### config.mk
export PLATFORM = sky130hd
export DESIGN_NAME = axi_lite_cmd_master_flat
export DESIGN_NICKNAME = d
export VERILOG_FILES = /design/src/rtl/axi_lite_cmd_master_pkg.sv /design/src/rtl/ifc_axi4_lite.sv /design/src/rtl/axi_lite_cmd_timeout.sv /design/src/rtl/axi_lite_cmd_master.sv /design/src/flat_wrapper.sv
export SDC_FILE = /design/constraint.sdc
export NUM_CORES = 1
export LEC_CHECK = 0
export ABC_AREA = 0
export BUFFER_PORTS_ARGS = -buffer_cell sky130_fd_sc_hd__buf_2
export CAP_MARGIN = 20
export CORE_MARGIN = 8
export CORE_UTILIZATION = 49
export DETAILED_ROUTE_END_ITERATION = 10
export PLACE_DENSITY = 0.85
export SLEW_MARGIN = 20
export SYNTH_ARGS = -nofsm -noshare
export SYNTH_HDL_FRONTEND = slang
export SYNTH_HIERARCHICAL = 1
export SYNTH_SLANG_ARGS = --single-unit
### constraint.sdc
create_clock -name clk -period 3.4 [get_ports clk]
set_input_delay 0.34 -clock clk [delete_from_list [all_inputs] [get_ports clk]]
set_output_delay 0.34 -clock clk [all_outputs]
set_load 0.02 [all_outputs]
### src/rtl/axi_lite_cmd_master_pkg.sv
// Shared types and AXI response codes for the command-to-AXI4-Lite master.
// The FSM state enum lives here so the top and any debug logic agree on one encoding.
package axi_lite_cmd_master_pkg;

  typedef enum logic [2:0] {
    IDLE    = 3'd0,
    WR_REQ  = 3'd1,
    WR_RESP = 3'd2,
    RD_REQ  = 3'd3,
    RD_RESP = 3'd4,
    RSP     = 3'd5
  } state_t;

  localparam logic [1:0] OKAY   = 2'b00;
  localparam logic [1:0] EXOKAY = 2'b01;
  localparam logic [1:0] SLVERR = 2'b10;
  localparam logic [1:0] DECERR = 2'b11;

  // Width of a counter that must hold values 0..limit-1.
  function automatic int count_width(input int limit);
    return (limit < 2) ? 1 : $clog2(limit);
  endfunction

endpackage

### src/rtl/ifc_axi4_lite.sv
// AXI4-Lite bundle with master and slave views.
interface ifc_axi4_lite #(
  parameter int ADDR_WIDTH = 32,
  parameter int DATA_WIDTH = 32
);
  logic                      awvalid;
  logic                      awready;
  logic [ADDR_WIDTH-1:0]     awaddr;
  logic [2:0]                awprot;
  logic                      wvalid;
  logic                      wready;
  logic [DATA_WIDTH-1:0]     wdata;
  logic [DATA_WIDTH/8-1:0]   wstrb;
  logic                      bvalid;
  logic                      bready;
  logic [1:0]                bresp;
  logic                      arvalid;
  logic                      arready;
  logic [ADDR_WIDTH-1:0]     araddr;
  logic [2:0]                arprot;
  logic                      rvalid;
  logic                      rready;
  logic [DATA_WIDTH-1:0]     rdata;
  logic [1:0]                rresp;

  modport master (
    output awvalid, awaddr, awprot, wvalid, wdata, wstrb, bready,
    output arvalid, araddr, arprot, rready,
    input  awready, wready, bvalid, bresp, arready, rvalid, rdata, rresp
  );

  modport slave (
    input  awvalid, awaddr, awprot, wvalid, wdata, wstrb, bready,
    input  arvalid, araddr, arprot, rready,
    output awready, wready, bvalid, bresp, arready, rvalid, rdata, rresp
  );
endinterface

### src/rtl/axi_lite_cmd_timeout.sv
// Per-transaction watchdog: restarts on start, idles at zero under clear,
// otherwise counts up and saturates at TIMEOUT_CYCLES-1.
module axi_lite_cmd_timeout
  import axi_lite_cmd_master_pkg::*;
#(
  parameter int TIMEOUT_CYCLES = 256
) (
  input  logic clk,
  input  logic rst,
  input  logic start,
  input  logic clear,
  output logic expired
);

  localparam int CW = count_width(TIMEOUT_CYCLES);
  localparam logic [CW-1:0] LIMIT = CW'(TIMEOUT_CYCLES - 1);

  logic [CW-1:0] count_reg;

  always_ff @(posedge clk) begin
    if (rst) begin
      count_reg <= '0;
    end else if (start || clear) begin
      count_reg <= '0;
    end else if (count_reg != LIMIT) begin
      count_reg <= count_reg + 1'b1;
    end
  end

  // Reaching LIMIT means the edge about to come is the TIMEOUT_CYCLES-th since acceptance.
  assign expired = !clear && (count_reg == LIMIT);

endmodule

### src/rtl/axi_lite_cmd_master.sv
// Turns single read/write commands into AXI4-Lite transactions and returns one
// response per command, aborting with SLVERR if the slave stalls too long.
module axi_lite_cmd_master
  import axi_lite_cmd_master_pkg::*;
#(
  parameter int ADDR_WIDTH     = 32,
  parameter int DATA_WIDTH     = 32,
  parameter int TIMEOUT_CYCLES = 256
) (
  input  logic                    clk,
  input  logic                    rst,
  input  logic                    cmd_valid,
  output logic                    cmd_ready,
  input  logic                    cmd_write,
  input  logic [ADDR_WIDTH-1:0]   cmd_addr,
  input  logic [DATA_WIDTH-1:0]   cmd_wdata,
  input  logic [DATA_WIDTH/8-1:0] cmd_wstrb,
  output logic                    rsp_valid,
  input  logic                    rsp_ready,
  output logic [DATA_WIDTH-1:0]   rsp_rdata,
  output logic [1:0]              rsp_resp,
  output logic                    rsp_timeout,
  ifc_axi4_lite.master            if_axi
);

  localparam int STRB_WIDTH = DATA_WIDTH / 8;

  state_t                  state_reg;
  logic                    cmd_ready_reg;
  logic [ADDR_WIDTH-1:0]   addr_reg;
  logic [DATA_WIDTH-1:0]   wdata_reg;
  logic [STRB_WIDTH-1:0]   wstrb_reg;
  logic                    awvalid_reg;
  logic                    wvalid_reg;
  logic                    aw_done_reg;
  logic                    w_done_reg;
  logic                    bready_reg;
  logic                    arvalid_reg;
  logic                    rready_reg;
  logic                    rsp_valid_reg;
  logic [DATA_WIDTH-1:0]   rsp_rdata_reg;
  logic [1:0]              rsp_resp_reg;
  logic                    rsp_timeout_reg;

  logic aw_hs, w_hs, b_hs, ar_hs, r_hs;
  logic accept, expired, abort, timer_clear;

  assign aw_hs  = awvalid_reg && if_axi.awready;
  assign w_hs   = wvalid_reg  && if_axi.wready;
  assign b_hs   = bready_reg  && if_axi.bvalid;
  assign ar_hs  = arvalid_reg && if_axi.arready;
  assign r_hs   = rready_reg  && if_axi.rvalid;
  assign accept = (state_reg == IDLE) && cmd_valid && cmd_ready_reg;
  assign timer_clear = (state_reg == IDLE) || (state_reg == RSP);

  // A completing B/R handshake on the expiry edge still wins over the abort.
  always_comb begin
    abort = 1'b0;
    case (state_reg)
      WR_REQ, RD_REQ: abort = expired;
      WR_RESP:        abort = expired && !b_hs;
      RD_RESP:        abort = expired && !r_hs;
      default:        abort = 1'b0;
    endcase
  end

  axi_lite_cmd_timeout #(
    .TIMEOUT_CYCLES (TIMEOUT_CYCLES)
  ) u_timeout (
    .clk     (clk),
    .rst     (rst),
    .start   (accept),
    .clear   (timer_clear),
    .expired (expired)
  );

  always_ff @(posedge clk) begin
    if (rst) begin
      state_reg       <= IDLE;
      cmd_ready_reg   <= 1'b0;
      addr_reg        <= '0;
      wdata_reg       <= '0;
      wstrb_reg       <= '0;
      awvalid_reg     <= 1'b0;
      wvalid_reg      <= 1'b0;
      aw_done_reg     <= 1'b0;
      w_done_reg      <= 1'b0;
      bready_reg      <= 1'b0;
      arvalid_reg     <= 1'b0;
      rready_reg      <= 1'b0;
      rsp_valid_reg   <= 1'b0;
      rsp_rdata_reg   <= '0;
      rsp_resp_reg    <= OKAY;
      rsp_timeout_reg <= 1'b0;
    end else if (abort) begin
      state_reg       <= RSP;
      awvalid_reg     <= 1'b0;
      wvalid_reg      <= 1'b0;
      bready_reg      <= 1'b0;
      arvalid_reg     <= 1'b0;
      rready_reg      <= 1'b0;
      rsp_valid_reg   <= 1'b1;
      rsp_rdata_reg   <= '0;
      rsp_resp_reg    <= SLVERR;
      rsp_timeout_reg <= 1'b1;
    end else begin
      case (state_reg)
        IDLE: begin
          if (accept) begin
            cmd_ready_reg <= 1'b0;
            addr_reg      <= cmd_addr;
            wdata_reg     <= cmd_wdata;
            wstrb_reg     <= cmd_wstrb;
            aw_done_reg   <= 1'b0;
            w_done_reg    <= 1'b0;
            if (cmd_write) begin
              state_reg   <= WR_REQ;
              awvalid_reg <= 1'b1;
              wvalid_reg  <= 1'b1;
            end else begin
              state_reg   <= RD_REQ;
              arvalid_reg <= 1'b1;
            end
          end else begin
            cmd_ready_reg <= 1'b1;
          end
        end

        WR_REQ: begin
          if (aw_hs) begin
            awvalid_reg <= 1'b0;
            aw_done_reg <= 1'b1;
          end
          if (w_hs) begin
            wvalid_reg <= 1'b0;
            w_done_reg <= 1'b1;
          end
          // Address and data may complete in either order or together.
          if ((aw_done_reg || aw_hs) && (w_done_reg || w_hs)) begin
            state_reg  <= WR_RESP;
            bready_reg <= 1'b1;
          end
        end

        WR_RESP: begin
          if (b_hs) begin
            state_reg       <= RSP;
            bready_reg      <= 1'b0;
            rsp_valid_reg   <= 1'b1;
            rsp_rdata_reg   <= '0;
            rsp_resp_reg    <= if_axi.bresp;
            rsp_timeout_reg <= 1'b0;
          end
        end

        RD_REQ: begin
          if (ar_hs) begin
            state_reg   <= RD_RESP;
            arvalid_reg <= 1'b0;
            rready_reg  <= 1'b1;
          end
        end

        RD_RESP: begin
          if (r_hs) begin
            state_reg       <= RSP;
            rready_reg      <= 1'b0;
            rsp_valid_reg   <= 1'b1;
            rsp_rdata_reg   <= if_axi.rdata;
            rsp_resp_reg    <= if_axi.rresp;
            rsp_timeout_reg <= 1'b0;
          end
        end

        RSP: begin
          if (rsp_ready) begin
            state_reg     <= IDLE;
            rsp_valid_reg <= 1'b0;
            cmd_ready_reg <= 1'b1;
          end
        end

        default: begin
          state_reg <= IDLE;
        end
      endcase
    end
  end

  assign cmd_ready   = cmd_ready_reg;
  assign rsp_valid   = rsp_valid_reg;
  assign rsp_rdata   = rsp_rdata_reg;
  assign rsp_resp    = rsp_resp_reg;
  assign rsp_timeout = rsp_timeout_reg;

  assign if_axi.awvalid = awvalid_reg;
  assign if_axi.awaddr  = addr_reg;
  assign if_axi.awprot  = 3'b000;
  assign if_axi.wvalid  = wvalid_reg;
  assign if_axi.wdata   = wdata_reg;
  assign if_axi.wstrb   = wstrb_reg;
  assign if_axi.bready  = bready_reg;
  assign if_axi.arvalid = arvalid_reg;
  assign if_axi.araddr  = addr_reg;
  assign if_axi.arprot  = 3'b000;
  assign if_axi.rready  = rready_reg;

endmodule

### src/flat_wrapper.sv
// flat-port wrapper written by rule: the top's interface ports become plain ports
module axi_lite_cmd_master_flat import axi_lite_cmd_master_pkg::*;
#(
  parameter int ADDR_WIDTH     = 32,
  parameter int DATA_WIDTH     = 32,
  parameter int TIMEOUT_CYCLES = 256
)
  (clk, rst, cmd_valid, cmd_ready, cmd_write, cmd_addr, cmd_wdata, cmd_wstrb, rsp_valid, rsp_ready, rsp_rdata, rsp_resp, rsp_timeout, if_axi_awvalid, if_axi_awaddr, if_axi_awprot, if_axi_wvalid, if_axi_wdata, if_axi_wstrb, if_axi_bready, if_axi_arvalid, if_axi_araddr, if_axi_arprot, if_axi_rready, if_axi_awready, if_axi_wready, if_axi_bvalid, if_axi_bresp, if_axi_arready, if_axi_rvalid, if_axi_rdata, if_axi_rresp);
  ifc_axi4_lite #(.ADDR_WIDTH(ADDR_WIDTH), .DATA_WIDTH(DATA_WIDTH)) if_axi_i ();
  input  logic clk;
  input  logic rst;
  input  logic cmd_valid;
  output logic cmd_ready;
  input  logic cmd_write;
  input  logic [ADDR_WIDTH-1:0] cmd_addr;
  input  logic [DATA_WIDTH-1:0] cmd_wdata;
  input  logic [DATA_WIDTH/8-1:0] cmd_wstrb;
  output logic rsp_valid;
  input  logic rsp_ready;
  output logic [DATA_WIDTH-1:0] rsp_rdata;
  output logic [1:0] rsp_resp;
  output logic rsp_timeout;
  output wire logic [$bits(if_axi_i.awvalid)-1:0] if_axi_awvalid;
  output wire logic [$bits(if_axi_i.awaddr)-1:0] if_axi_awaddr;
  output wire logic [$bits(if_axi_i.awprot)-1:0] if_axi_awprot;
  output wire logic [$bits(if_axi_i.wvalid)-1:0] if_axi_wvalid;
  output wire logic [$bits(if_axi_i.wdata)-1:0] if_axi_wdata;
  output wire logic [$bits(if_axi_i.wstrb)-1:0] if_axi_wstrb;
  output wire logic [$bits(if_axi_i.bready)-1:0] if_axi_bready;
  output wire logic [$bits(if_axi_i.arvalid)-1:0] if_axi_arvalid;
  output wire logic [$bits(if_axi_i.araddr)-1:0] if_axi_araddr;
  output wire logic [$bits(if_axi_i.arprot)-1:0] if_axi_arprot;
  output wire logic [$bits(if_axi_i.rready)-1:0] if_axi_rready;
  input wire logic [$bits(if_axi_i.awready)-1:0] if_axi_awready;
  input wire logic [$bits(if_axi_i.wready)-1:0] if_axi_wready;
  input wire logic [$bits(if_axi_i.bvalid)-1:0] if_axi_bvalid;
  input wire logic [$bits(if_axi_i.bresp)-1:0] if_axi_bresp;
  input wire logic [$bits(if_axi_i.arready)-1:0] if_axi_arready;
  input wire logic [$bits(if_axi_i.rvalid)-1:0] if_axi_rvalid;
  input wire logic [$bits(if_axi_i.rdata)-1:0] if_axi_rdata;
  input wire logic [$bits(if_axi_i.rresp)-1:0] if_axi_rresp;
  assign if_axi_awvalid = if_axi_i.awvalid;
  assign if_axi_awaddr = if_axi_i.awaddr;
  assign if_axi_awprot = if_axi_i.awprot;
  assign if_axi_wvalid = if_axi_i.wvalid;
  assign if_axi_wdata = if_axi_i.wdata;
  assign if_axi_wstrb = if_axi_i.wstrb;
  assign if_axi_bready = if_axi_i.bready;
  assign if_axi_arvalid = if_axi_i.arvalid;
  assign if_axi_araddr = if_axi_i.araddr;
  assign if_axi_arprot = if_axi_i.arprot;
  assign if_axi_rready = if_axi_i.rready;
  assign if_axi_i.awready = if_axi_awready;
  assign if_axi_i.wready = if_axi_wready;
  assign if_axi_i.bvalid = if_axi_bvalid;
  assign if_axi_i.bresp = if_axi_bresp;
  assign if_axi_i.arready = if_axi_arready;
  assign if_axi_i.rvalid = if_axi_rvalid;
  assign if_axi_i.rdata = if_axi_rdata;
  assign if_axi_i.rresp = if_axi_rresp;
  axi_lite_cmd_master #(.ADDR_WIDTH(ADDR_WIDTH), .DATA_WIDTH(DATA_WIDTH), .TIMEOUT_CYCLES(TIMEOUT_CYCLES)) u_core (.clk(clk), .rst(rst), .cmd_valid(cmd_valid), .cmd_ready(cmd_ready), .cmd_write(cmd_write), .cmd_addr(cmd_addr), .cmd_wdata(cmd_wdata), .cmd_wstrb(cmd_wstrb), .rsp_valid(rsp_valid), .rsp_ready(rsp_ready), .rsp_rdata(rsp_rdata), .rsp_resp(rsp_resp), .rsp_timeout(rsp_timeout), .if_axi(if_axi_i));
endmodule
==> flow_metrics.tcl <==
set metrics [dict create \
    crit_fanout 23 \
    fp.dieH_um 118.4 \
    design.portCount 262 \
    cts_tree "built" \
    die-width_um 118.4 \
    finish.utilization 0.6510 \
    layout-drive-gt1-share 0.3789 \
    finalClockSkew_ns 0.01402 \
    critPathLaunch "u_core/state_reg[2]" \
    leading_cell_type_in_the_layout_fill_and_taps_excluded "sky130_fd_sc_hd__buf_2" \
    via_density_per_instance 5.089 \
    grt_pass1_vias 4776 \
    leakage_power_total_nw 3.029 \
    clk_latency_ns 0.50 \
    cp_data_required_time_ns 3.82 \
    ys.warnings.count 6 \
    yosys.area.top_type "sky130_fd_sc_hd__dfxtp_1" \
    mostFrequentLayoutCells "255 x sky130_fd_sc_hd__buf_2, 176 x sky130_fd_sc_hd__nand2_1, 123 x sky130_fd_sc_hd__dfxtp_1, 108 x sky130_fd_sc_hd__a21oi_1, 42 x sky130_fd_sc_hd__nand3_1" \
    num-nets-final 944 \
    r2r_slack_ns 0.74 \
    route.vias.total 4977 \
    post_cts.repair.setup_buffers 0 \
    post-synth-top-area-fraction 0.4791 \
    yosys-top-cells-area "sky130_fd_sc_hd__dfxtp_1 48%, sky130_fd_sc_hd__nand2_1 13%, sky130_fd_sc_hd__a21oi_1 11%, sky130_fd_sc_hd__buf_4 6.0%, sky130_fd_sc_hd__nand3_1 4.1%" \
    place_ws_ns 0.7951 \
    initial_core_util 0.5001 \
    critical_path.top_delay_family "simple AND/OR/NAND/NOR gates" \
    tritoncts.num_buffers 17 \
    rows 37 \
    pwr-share-seq 0.351 \
    worst_slew_pin_slew_ns 0.8570 \
    timing.rr.start "u_core/state_reg[2]" \
    grt_first_pass_wirelength_mm 24.56 \
    setup.worst_path.end "u_core/rsp_rdata[24]" \
    drt_iter0_drc 418 \
    crit_path_top_delay_cell "sky130_fd_sc_hd__dfxtp_1" \
    report.power.total_mw 5.049 \
    totalWireLength_mm 15.32 \
    crit_path_buf_inv_count 2 \
    synth.cell_area_sq_um 5140 \
    period_minus_slack_ns 2.657 \
    final_setup_violation_count 0 \
    areaGrowthSynthToFinish_pct 30.16 \
    gpl.final_weighted_congestion 0.8516 \
    cap_violations 0 \
    class_of_the_worst_hold_path "in2reg" \
    ctsHtreeMaxLevel 4 \
    setup-tns-final_ns 0 \
    clock_tree.buffer_depth 2 \
    synth.lib_cells_used.distinct 53 \
    max_stage_delay_ns 0.54 \
    power.net_switching_mw 1.767 \
    wl_cell_um 15.66 \
    fmax_mhz 376.4 \
    cts.reportedPaths.clkPinSlew_ns 0.06 \
    r2r.worst_path.cells 8 \
    cells_resized_by_post_cts_repair 0 \
    power_frac_clock 0.366 \
    yosys_register_bits 123 \
    drt-pass1-iter-count 5 \
    num_antenna_cells 0 \
    synthFlopType "sky130_fd_sc_hd__dfxtp_1" \
    p_per_area_nw_per_um2 754.7 \
    place.port_buffers 255 \
    root_buffer "sky130_fd_sc_hd__clkbuf_8" \
    critical_path_class "reg2reg" \
    finalMaxSlewViolations 0 \
    global_route.overflow_total 0 \
    netSwitchingFraction 0.3500 \
    min_period_over_period 0.7815 \
    synth_seq_area_share 0.4791 \
    p_int_mw 3.282 \
    postSynth.asyncResetShare 0 \
    largest_net_degree_at_the_start_of_global_routing 79 \
    grt_setup_unrepaired "no" \
    timing_hold_violations_final 0 \
    die_area_sq_um 14020 \
    core_region_area_sq_um 10280 \
    grt.total_usage 0.2096 \
    postCtsHoldBufs 0 \
    worst_slack_ns 0.7430 \
    vdd_ir_drop_max_uv 425.1 \
    synth-edff-count 0 \
    crit_path_end_kind "flop" \
    cp-start-kind "flop" \
    regToRegEndpoint "u_core/rsp_rdata[24]" \
    maxSlewHeadroom 0.4287 \
    combinationalPowerShare 0.284 \
    postSynthAreaPerCell_sq_um 8.237 \
    critical_path_depth 8 \
    critPathArrivalTime_ns 3.08 \
    hpwl_mm 11.15 \
    clock-sinks 123 \
    status "completed" \
    path_cells "nor2b_1 > nor3_1 > nor2_1 > inv_1 > o31a_1 > nand2b_1 > buf_4 > a21oi_1" \
    drc_errors 0 \
    final_antenna_net_count 0 \
    antenna_found_initial 0 \
    syn_inst_count 624 \
]
[routing by layer]
metal  share of wire  global-route usage  up-vias  wire (um)
met5               0                   0        -          0
met4           0.012             0.05375        0        185
met3           0.098             0.09281       14       1502
met2            0.50              0.3606      234       7708
met1            0.39              0.2321     2260       5922
li1                -                   -     2469          -
[tightest hold or removal path: stages]
cell,delay [ns]
sky130_fd_sc_hd__buf_2,0.10
sky130_fd_sc_hd__nand2_2,0.05
sky130_fd_sc_hd__a21oi_2,0.04
[Yosys cell counts (2+ instances only)]
| library cell | count |
|---|---|
| sky130_fd_sc_hd__and3_1 | 2 |
| sky130_fd_sc_hd__a21oi_2 | 6 |
| sky130_fd_sc_hd__a21oi_1 | 108 |
| sky130_fd_sc_hd__o21ai_0 | 4 |
| sky130_fd_sc_hd__a21boi_0 | 2 |
| sky130_fd_sc_hd__nor2b_1 | 2 |
| sky130_fd_sc_hd__buf_6 | 15 |
| sky130_fd_sc_hd__nor3_2 | 2 |
| sky130_fd_sc_hd__or3_1 | 2 |
| sky130_fd_sc_hd__nand3_1 | 42 |
| sky130_fd_sc_hd__dfxtp_1 | 123 |
| sky130_fd_sc_hd__buf_2 | 12 |
| sky130_fd_sc_hd__inv_1 | 3 |
| sky130_fd_sc_hd__o211ai_1 | 2 |
| sky130_fd_sc_hd__mux2i_1 | 4 |
| sky130_fd_sc_hd__nor2_1 | 10 |
| sky130_fd_sc_hd__a31o_2 | 2 |
| sky130_fd_sc_hd__a311oi_1 | 2 |
| sky130_fd_sc_hd__buf_4 | 41 |
| sky130_fd_sc_hd__nand2_1 | 176 |
| sky130_fd_sc_hd__nand2b_1 | 3 |
| sky130_fd_sc_hd__clkbuf_1 | 13 |
| sky130_fd_sc_hd__nand2_2 | 5 |
| sky130_fd_sc_hd__o21bai_1 | 2 |
| sky130_fd_sc_hd__nor3_1 | 9 |
| sky130_fd_sc_hd__a31oi_1 | 5 |
[cells by family (layout without fill, tap and decap cells)]
logic type      count (synthesis)  after routing  synth area share
compound gates                141            141            0.1558
fa+ha+maj                       1              1          0.002434
buf+inv                        85            298            0.1193
flops                         123            123            0.4791
mux                             4              4          0.007790
other cells                     1              6         0.0007296
simple gates                  269            269            0.2349
[cell type report]
type	instances	area [sq um]
tap	136	170.2
inverter	4	27.53
multi-input combinational	421	2090
clock buffer	19	421.7
fill	891	3587
timing repair buffer	262	1329
clock inverter	13	190.2
sequential	123	2462
[stage by stage]
stage	hold WS, ns	cell area [sq um]	std cells
floorplan	0.4557	5159	629
global placement	0.4360	6078	946
detailed placement	0.4419	6078	946
CTS	0.05012	6690	978
global route	0.04788	6690	978
finish	0.07456	6690	978
[power by group through the flow]
stage	clock network, mW	registers [mW]	logic, mW
after global placement	0	1.79	1.43
after CTS	1.89	1.77	1.44
final	1.85	1.77	1.43
after global routing	1.96	1.79	1.57
after detailed placement	0	1.80	1.43
after floorplan	0	1.96	0.996
[how the worst min path moves through the flow]
| stage | depth (start not counted) | slack [ns] | endpoint | startpoint |
|---|---|---|---|---|
| after global routing | 3 | 0.05 | u_core/if_axi.wdata[30] | cmd_wdata[30] |
| final | 3 | 0.07 | u_core/if_axi.wdata[28] | cmd_wdata[28] |
| after detailed placement | 2 | 0.44 | u_core/rsp_rdata[0] | u_core/rsp_rdata[0] |
| after global placement | 2 | 0.44 | u_core/rsp_rdata[18] | u_core/rsp_rdata[18] |
| after floorplan | 1 | 0.46 | u_core/if_axi.rready | if_axi_rvalid |
| after CTS | 3 | 0.05 | u_core/if_axi.wdata[28] | cmd_wdata[28] |
(Power assumes the default switching activity.)
